## src/rtl/knowles_pkg.sv

```systemverilog
// Shared helpers for the pipelined Knowles adder: level count and the
// single-bit prefix cell equations used by every tree level.
package knowles_pkg;

  function automatic int clog2(input int n);
    int r;
    r = 0;
    while ((1 << r) < n) r++;
    return r;
  endfunction

  // Black cell: combine a higher (h) group with the adjacent lower (l) group.
  function automatic logic black_g(input logic gh, input logic ph, input logic gl);
    return gh | (ph & gl);
  endfunction

  function automatic logic black_p(input logic ph, input logic pl);
    return ph & pl;
  endfunction

  // Grey cell: the lower group already reaches the carry-in, so only G matters.
  function automatic logic grey_g(input logic gh, input logic ph, input logic gl);
    return gh | (ph & gl);
  endfunction

endpackage

```

## src/rtl/knowles_prefix_level.sv

```systemverilog
// One Knowles prefix level (span DIST) with an optional valid/ready register
// slice behind it. Bit 0 already carries the folded carry-in.
module knowles_prefix_level
  import knowles_pkg::*;
#(
  parameter int WIDTH = 28,
  parameter int DIST  = 1,
  parameter bit REG   = 1'b0,
  parameter int TAG_W = 4
) (
  input  logic             clk,
  input  logic             rst_n,
  input  logic             flush,
  input  logic             up_valid,
  output logic             up_ready,
  input  logic [WIDTH-1:0] up_g,
  input  logic [WIDTH-1:0] up_p,
  input  logic [WIDTH-1:0] up_po,
  input  logic             up_ci,
  input  logic [TAG_W-1:0] up_tag,
  output logic             dn_valid,
  input  logic             dn_ready,
  output logic [WIDTH-1:0] dn_g,
  output logic [WIDTH-1:0] dn_p,
  output logic [WIDTH-1:0] dn_po,
  output logic             dn_ci,
  output logic [TAG_W-1:0] dn_tag
);

  typedef struct packed {
    logic [WIDTH-1:0] g;
    logic [WIDTH-1:0] p;
    logic [WIDTH-1:0] po;
    logic             ci;
    logic [TAG_W-1:0] tag;
  } payload_t;

  payload_t nxt;

  // Node i whose lower partner (i-DIST) already spans down to bit -1 is a grey cell.
  always_comb begin
    nxt.g   = up_g;
    nxt.p   = up_p;
    nxt.po  = up_po;
    nxt.ci  = up_ci;
    nxt.tag = up_tag;
    for (int i = DIST; i < WIDTH; i++) begin
      if (i < 2 * DIST) begin
        nxt.g[i] = grey_g(up_g[i], up_p[i], up_g[i-DIST]);
        nxt.p[i] = 1'b0;
      end else begin
        nxt.g[i] = black_g(up_g[i], up_p[i], up_g[i-DIST]);
        nxt.p[i] = black_p(up_p[i], up_p[i-DIST]);
      end
    end
  end

  generate
    if (REG) begin : g_reg
      payload_t q;
      logic     v_q;

      // Handshake: a stage accepts when empty or when its content leaves this cycle.
      assign up_ready = !v_q || dn_ready;

      always_ff @(posedge clk or negedge rst_n) begin
        if (!rst_n) begin
          v_q <= 1'b0;
          q   <= '0;
        end else begin
          if (flush)         v_q <= 1'b0;
          else if (up_ready) v_q <= up_valid;
          if (up_ready)      q   <= nxt;
        end
      end

      assign dn_valid = v_q;
      assign dn_g     = q.g;
      assign dn_p     = q.p;
      assign dn_po    = q.po;
      assign dn_ci    = q.ci;
      assign dn_tag   = q.tag;
    end else begin : g_comb
      logic unused_ctrl;
      assign unused_ctrl = ^{clk, rst_n, flush};

      assign up_ready = dn_ready;
      assign dn_valid = up_valid;
      assign dn_g     = nxt.g;
      assign dn_p     = nxt.p;
      assign dn_po    = nxt.po;
      assign dn_ci    = nxt.ci;
      assign dn_tag   = nxt.tag;
    end
  endgenerate

endmodule

```

## src/rtl/knowles_adder_pipe.sv

```systemverilog
// Pipelined Knowles adder/subtractor: {cout,sum} = a + (b^{W{sub}}) + (cin^sub),
// with selectable register cuts in the prefix tree and full valid/ready backpressure.
module knowles_adder_pipe
  import knowles_pkg::*;
#(
  parameter int          WIDTH     = 28,
  parameter int unsigned PIPE_MASK = 5'b00100,
  parameter int          TAG_W     = 4
) (
  input  logic             clk,
  input  logic             rst_n,
  input  logic             flush,
  input  logic             in_valid,
  output logic             in_ready,
  input  logic [WIDTH-1:0] a,
  input  logic [WIDTH-1:0] b,
  input  logic             cin,
  input  logic             sub,
  input  logic [TAG_W-1:0] in_tag,
  output logic             out_valid,
  input  logic             out_ready,
  output logic [WIDTH-1:0] sum,
  output logic             cout,
  output logic             ovf,
  output logic [TAG_W-1:0] out_tag
);

  localparam int LEVELS = clog2(WIDTH);

  logic [WIDTH-1:0] lg   [LEVELS+1];
  logic [WIDTH-1:0] lp   [LEVELS+1];
  logic [WIDTH-1:0] lpo  [LEVELS+1];
  logic             lci  [LEVELS+1];
  logic [TAG_W-1:0] ltag [LEVELS+1];
  logic             lv   [LEVELS+1];
  logic             lr   [LEVELS+1];

  logic [WIDTH-1:0] b_eff, g0, p0;
  logic             cin_eff;

  assign cin_eff = cin ^ sub;
  assign b_eff   = b ^ {WIDTH{sub}};
  assign g0      = a & b_eff;
  assign p0      = a ^ b_eff;

  // Bit -1 (the carry-in) is merged into bit 0 up front, so bit 0 is complete
  // and the tree only has to span WIDTH bits; its P is zero from here on.
  assign lg[0]   = {g0[WIDTH-1:1], grey_g(g0[0], p0[0], cin_eff)};
  assign lp[0]   = {p0[WIDTH-1:1], 1'b0};
  assign lpo[0]  = p0;
  assign lci[0]  = cin_eff;
  assign ltag[0] = in_tag;
  assign lv[0]   = in_valid;
  assign in_ready = lr[0];

  generate
    for (genvar k = 0; k < LEVELS; k++) begin : g_lvl
      knowles_prefix_level #(
        .WIDTH (WIDTH),
        .DIST  (1 << k),
        .REG   (((PIPE_MASK >> k) & 1) != 0),
        .TAG_W (TAG_W)
      ) u_level (
        .clk      (clk),
        .rst_n    (rst_n),
        .flush    (flush),
        .up_valid (lv[k]),
        .up_ready (lr[k]),
        .up_g     (lg[k]),
        .up_p     (lp[k]),
        .up_po    (lpo[k]),
        .up_ci    (lci[k]),
        .up_tag   (ltag[k]),
        .dn_valid (lv[k+1]),
        .dn_ready (lr[k+1]),
        .dn_g     (lg[k+1]),
        .dn_p     (lp[k+1]),
        .dn_po    (lpo[k+1]),
        .dn_ci    (lci[k+1]),
        .dn_tag   (ltag[k+1])
      );
    end
  endgenerate

  logic unused_p;
  assign unused_p = ^lp[LEVELS];

  // After the tree, G[i] is the carry into bit i+1; the carry into bit 0 is cin_eff.
  logic [WIDTH-1:0] carries, sum_c;
  logic             cout_c, ovf_c;

  assign carries = {lg[LEVELS][WIDTH-2:0], lci[LEVELS]};
  assign sum_c   = lpo[LEVELS] ^ carries;
  assign cout_c  = lg[LEVELS][WIDTH-1];
  assign ovf_c   = lg[LEVELS][WIDTH-1] ^ lg[LEVELS][WIDTH-2];

  assign lr[LEVELS] = !out_valid || out_ready;

  always_ff @(posedge clk or negedge rst_n) begin
    if (!rst_n) begin
      out_valid <= 1'b0;
      sum       <= '0;
      cout      <= 1'b0;
      ovf       <= 1'b0;
      out_tag   <= '0;
    end else begin
      if (flush)           out_valid <= 1'b0;
      else if (lr[LEVELS]) out_valid <= lv[LEVELS];
      if (lr[LEVELS]) begin
        sum     <= sum_c;
        cout    <= cout_c;
        ovf     <= ovf_c;
        out_tag <= ltag[LEVELS];
      end
    end
  end

endmodule
```

## config.mk

```make
export PLATFORM = sky130hd
export DESIGN_NAME = knowles_adder_pipe
export DESIGN_NICKNAME = d
export VERILOG_FILES = /design/src/rtl/knowles_pkg.sv /design/src/rtl/knowles_prefix_level.sv /design/src/rtl/knowles_adder_pipe.sv
export SDC_FILE = /design/constraint.sdc
export NUM_CORES = 1
export LEC_CHECK = 0
export ABC_AREA = 1
export ABC_CLOCK_PERIOD_IN_PS = 3700
export BUFFER_PORTS_ARGS = -buffer_cell sky130_fd_sc_hd__buf_2
export CORE_MARGIN = 3
export CORE_UTILIZATION = 40
export CTS_CLUSTER_SIZE = 14
export DETAILED_ROUTE_END_ITERATION = 10
export GPL_TIMING_DRIVEN = 0
export HOLD_SLACK_MARGIN = 0.03
export SYNTH_ARGS = -nofsm -noshare
export SYNTH_HDL_FRONTEND = slang
export SYNTH_SLANG_ARGS = --single-unit
export TNS_END_PERCENT = 5
```

## constraint.sdc

```tcl
create_clock -name clk -period 3.7 [get_ports clk]
set_input_delay 0.74 -clock clk [delete_from_list [all_inputs] [get_ports clk]]
set_output_delay 0.74 -clock clk [all_outputs]
set_load 0.01 [all_outputs]
```

# Yosys cells after proc, flatten, opt, wreduce, memory -nomap -nowiden
# Cells that the tools add are included.
# W data, S select, Z words.
[classes]
muxes = 4
n_reduce_logical = 6
bitwise = 308
[op_table]
columns = ["cell", "count"]
rows = [
  ["$and A1 B1 Y1", 192],
  ["$or A1 B1 Y1", 110],
  ["$xor A28 B28 Y28", 3],
  ["$and A28 B28 Y28", 1],
  ["$mux W1", 4],
  ["$reduce_bool A2 Y1", 2],
  ["$logic_not A1 Y1", 2],
  ["$logic_or A1 B1 Y1", 2],
  ["$xor A1 B1 Y1", 2],
]
[word_totals]
wordCells = 329
out_inout_bits = 36
reg_bits = 117

# Depth between registers and ports, before layout
[logic_depth]
word_depth = 10
depth_mapped = 12
ltp_nobuf = 10

# Cells and area by module
# Synthesis repeated with hierarchy kept, for this count alone.
[unflattened]
hier_cells = 1414
area_unflattened_um2 = 9248.9
[by_module_without_submodules]
columns = ["mod", "area_per_inst_um2", "instances", "cells_per_inst", "seq_area_each_um2"]
rows = [
  ["knowles_prefix_level at g_lvl[2].u_level", 3697.3, 1, 482, 2152.1],
  ["knowles_adder_pipe", 2484.9, 1, 332, 875.8],
  ["knowles_prefix_level at g_lvl[0].u_level", 788.3, 1, 172, 0.0],
  ["knowles_prefix_level at g_lvl[1].u_level", 784.5, 1, 168, 0.0],
  ["knowles_prefix_level at g_lvl[3].u_level", 762.0, 1, 144, 0.0],
  ["knowles_prefix_level at g_lvl[4].u_level", 732.0, 1, 116, 0.0],
]

# Worst setup path after synthesis
# No wires, ideal clock.
[synth_path]
path_kind = "input to register"
from = "input sub"
to = "register g_lvl[2].u_level.g_reg.q, in the netlist g_lvl[2].u_level.dn_g[10]"
arrival_time_ps = 2183
required_time_ps = 3572
stages = 9
n_path_buf = 2
slack_ps = 1389
cell_sequence = "buf_2 -> buf_2 -> xor2_1 -> ha_1 -> a21oi_1 -> o21a_1 -> nor2_1 -> a21oi_1 -> o21ai_0"
[synth_via]
word_cells_on_any_way = 21
cone_classes = "21 x bitwise"
[synth_rtl]
columns = ["element", "line_no", "source"]
rows = [
  ["start, declared", "knowles_adder_pipe.sv:18", "input logic sub,"],
  ["$xor A28 B28 Y28 *", "knowles_adder_pipe.sv:42", "assign b_eff = b ^ {WIDTH{sub}};"],
  ["$xor A28 B28 Y28 *", "knowles_adder_pipe.sv:44", "assign p0 = a ^ b_eff;"],
  ["named net g_lvl[0].u_level.dn_po[8]", "knowles_prefix_level.sv:25", "output logic [WIDTH-1:0] dn_po,"],
  ["$and A1 B1 Y1", "knowles_pkg.sv:14", "return gh | (ph & gl);"],
  ["$or A1 B1 Y1", "knowles_pkg.sv:14", ""],
  ["$and A1 B1 Y1", "knowles_pkg.sv:14", ""],
  ["$or A1 B1 Y1", "knowles_pkg.sv:14", ""],
  ["$or A1 B1 Y1 *", "knowles_pkg.sv:14", ""],
  ["end signal, assigned", "knowles_prefix_level.sv:73", "if (up_ready) q <= nxt;"],
  ["end, declared", "knowles_prefix_level.sv:60", "payload_t q;"],
]
# Mark *: on every way through the listed nets, which the timed path passes. The rest lies on a longest branch.
# A chain may end at the register's enable or synchronous reset.

# Worst setup path in the final report
[layout_path]
from = "input out_ready"
to = "output in_ready"
[layout_via]
elab_chain_cells = 2
[layout_lines]
columns = ["element", "line_no", "source"]
rows = [
  ["start, declared", "knowles_adder_pipe.sv:21", "input logic out_ready,"],
  ["$logic_or A1 B1 Y1", "knowles_adder_pipe.sv:97", "assign lr[LEVELS] = !out_valid || out_ready;"],
  ["$logic_or A1 B1 Y1", "knowles_prefix_level.sv:64", "assign up_ready = !v_q || dn_ready;"],
  ["end, declared", "knowles_adder_pipe.sv:14", "output logic in_ready,"],
]
# No other way between the ends.

==> impl_metrics.ini <==
[run_status]
outcome = finished clean

[final_layout]
nNetsFinal = 946
design_area_um2 = 7500
fin_util_pct = 51.0
fin_cells = 1048
syn2layout_area_growth_pct = 23.2
final_common_cell = nand2_1
drive_above_1_share_pct = 18.2
diodes = 0
final_cell_mix = 229 x nand2_1, 117 x dfrtp_1, 115 x buf_2

[synthesis]
ys_seq_elements = 117
ys_types = 32
synthArstFlopShare_pct = 100
synth-edff-count = 0
yosysSeqAreaShare_pct = 48.1
syn_inst = 729
avgSynthCellArea_um2 = 8.35
synth_area_um2 = 6090
ys_warn_count = 0
syn-num-nets = 824
synthFlopType = dfrtp_1

[floorplan]
die_y_um = 129
num_rows = 44
die_w_um = 129
io_pins = 103
core_area_um2 = 14700
start_util_pct = 41.4
dieArea_um2 = 16700

[power]
p_comb_share_pct = 21.4
ir_worst_vdd_mv = 0.378
power_density_nw_per_um2 = 578
seqPwrFrac_pct = 37.9
cellLeakagePower_nw = 3.67
total_power_mw = 4.33
clkPwrFrac_pct = 40.7
internal-power_mw = 3.03
p_sw_share_pct = 30.1
p_sw_mw = 1.30

[grt]
grt_pass1_wl_um = 27400
grt_pass1_vias = 5183
grt_max_degree = 91
grt_use_total_pct = 21.7
antenna_found_initial = 0
grt_overflow_total = 0

[clock_network]
cts_sinks = 117
cts_tree = built
postCtsSetupBuffers = 0
clock_latency_ns = 0.42
cts_resized = 0
root_buffer = clkbuf_16
hold_buffers = 0
h-tree-depth = 4
cts_buffers = 17
cts_max_path_buffers = 2
clkTransAtPathRegs_ns = 0.06

[route]
drt_pre_antenna_iters = 5
wl_um = 17500
num_vias = 5301
ant_nets = 0
first_iter_violations = 356
drc_errors = 0
post_drt_via_cell_ratio = 5.06
wl_per_cell_um = 16.7

[timing]
fin_tns_setup_ns = 0
fin_ws_ns = 1.10
min_period_ns = 2.60
max-slew-margin-rel_pct = 59.8
report.final.slew_viol_count = 0
clock_skew_ns = 0.00854
timing.hold.ws_ns = 0.183
worst_pin_slew_ns = 0.603
setup_viol = 0
fmax_ghz = 0.384
hold_viol = 0
rsz0062_at_grt = no
finalCritPeriodShare_pct = 70.3

[critical_path]
path_max_fanout = 10
crit_arrival_ns = 1.86
critPathRequiredTime_ns = 2.96
crit_type = in2out
ff2ff_path_depth = 8
start_kind = input port
cp-end-kind = output pin

[placement]
placed_cell_area_um2 = 6860
io_buffers = 102
hpwl_um = 13300
numPlacedInstances = 1016
place_congestion = 0.899
dp_slack_ns = 0.751

[flow_run]
maxCapViolations = 0

[min_path]
hold_class = in2async
-- state kept, by name, summed over array words and instances (netlist names), 4 cells and up --
register,flops
g_lvl.u_level.dn_g,28
g_lvl.u_level.dn_p,20
g_lvl.u_level.dn_po,28
g_lvl.u_level.dn_tag,4
out_tag,4
sum,28
-- cell type report --
cell class	instances	area, µm²
clock inverters	11	175
fillers	1425	7200
clock buffers	21	460
repair buffers	103	544
well taps	184	230
plain buffers	27	138
flip-flops and latches	117	2930
multi-input cells	530	2820
inverters	55	206
-- metal layers --
| layer | GRT usage [%] | routed length, µm |
|---|---|---|
| met1 | 30.8 | 8330 |
| met2 | 33.3 | 7900 |
| met3 | 4.66 | 968 |
| met4 | 6.98 | 270 |
| met5 | 0 | 0 |
-- cells in the mapped netlist (all sizes together), types with 6 or more instances --
library cell	instances	area [µm²]
a21oi	35	175
clkbuf	7	26.3
o22ai	6	37.5
nor2	45	184
o21ai	77	385
xor2	43	377
inv	55	206
nand2	229	860
xnor2	9	78.8
dfrtp	117	2930
buf	20	111
a31oi	6	37.5
ha	28	350
nand3	21	105
-- power groups by stage --
stage                     sequential [mW]  clock, mW  combinational (mW)
after CTS                            1.64       1.78               0.932
final                                1.64       1.76               0.927
after global routing                 1.67       1.84                1.04
after global placement               1.66          0               0.913
after floorplan                      1.70          0               0.498
after detailed placement             1.66          0               0.927
-- final timing paths --
check                           startpoint                       end  slack, ns
worst max-delay path             out_ready                  in_ready       1.10
worst max register to register   out_valid  g_lvl[2].u_level.dn_g[7]       2.09
worst min register to register     sum[26]                   sum[26]       0.47
worst min-delay path                 rst_n                      cout       0.18
max in group asynchronous            rst_n  g_lvl[2].u_level.dn_p[9]       2.79
min in group clk                   sum[26]                   sum[26]       0.47
-- worst max-delay path: stages --
cell and delay (ns):
buf_2 0.11, nor2_4 0.17, inv_2 0.07, nor2_4 0.14, inv_2 0.07, buf_6 0.15
buf_2 0.22, buf_2 0.18
-- cells by family after synthesis --
| logic type | after synthesis | share of synthesized area (%) |
|---|---|---|
| DFF | 117 | 48.1 |
| buffers and inverters | 82 | 5.65 |
| xor gates and xnor gates | 52 | 7.48 |
| muxes | 2 | 0.329 |
| AOI/OAI and AO/OA | 146 | 13.2 |
| and+or+nand+nor | 302 | 19.5 |
| adders and majority gates | 28 | 5.75 |
(Power assumes the default switching activity.)
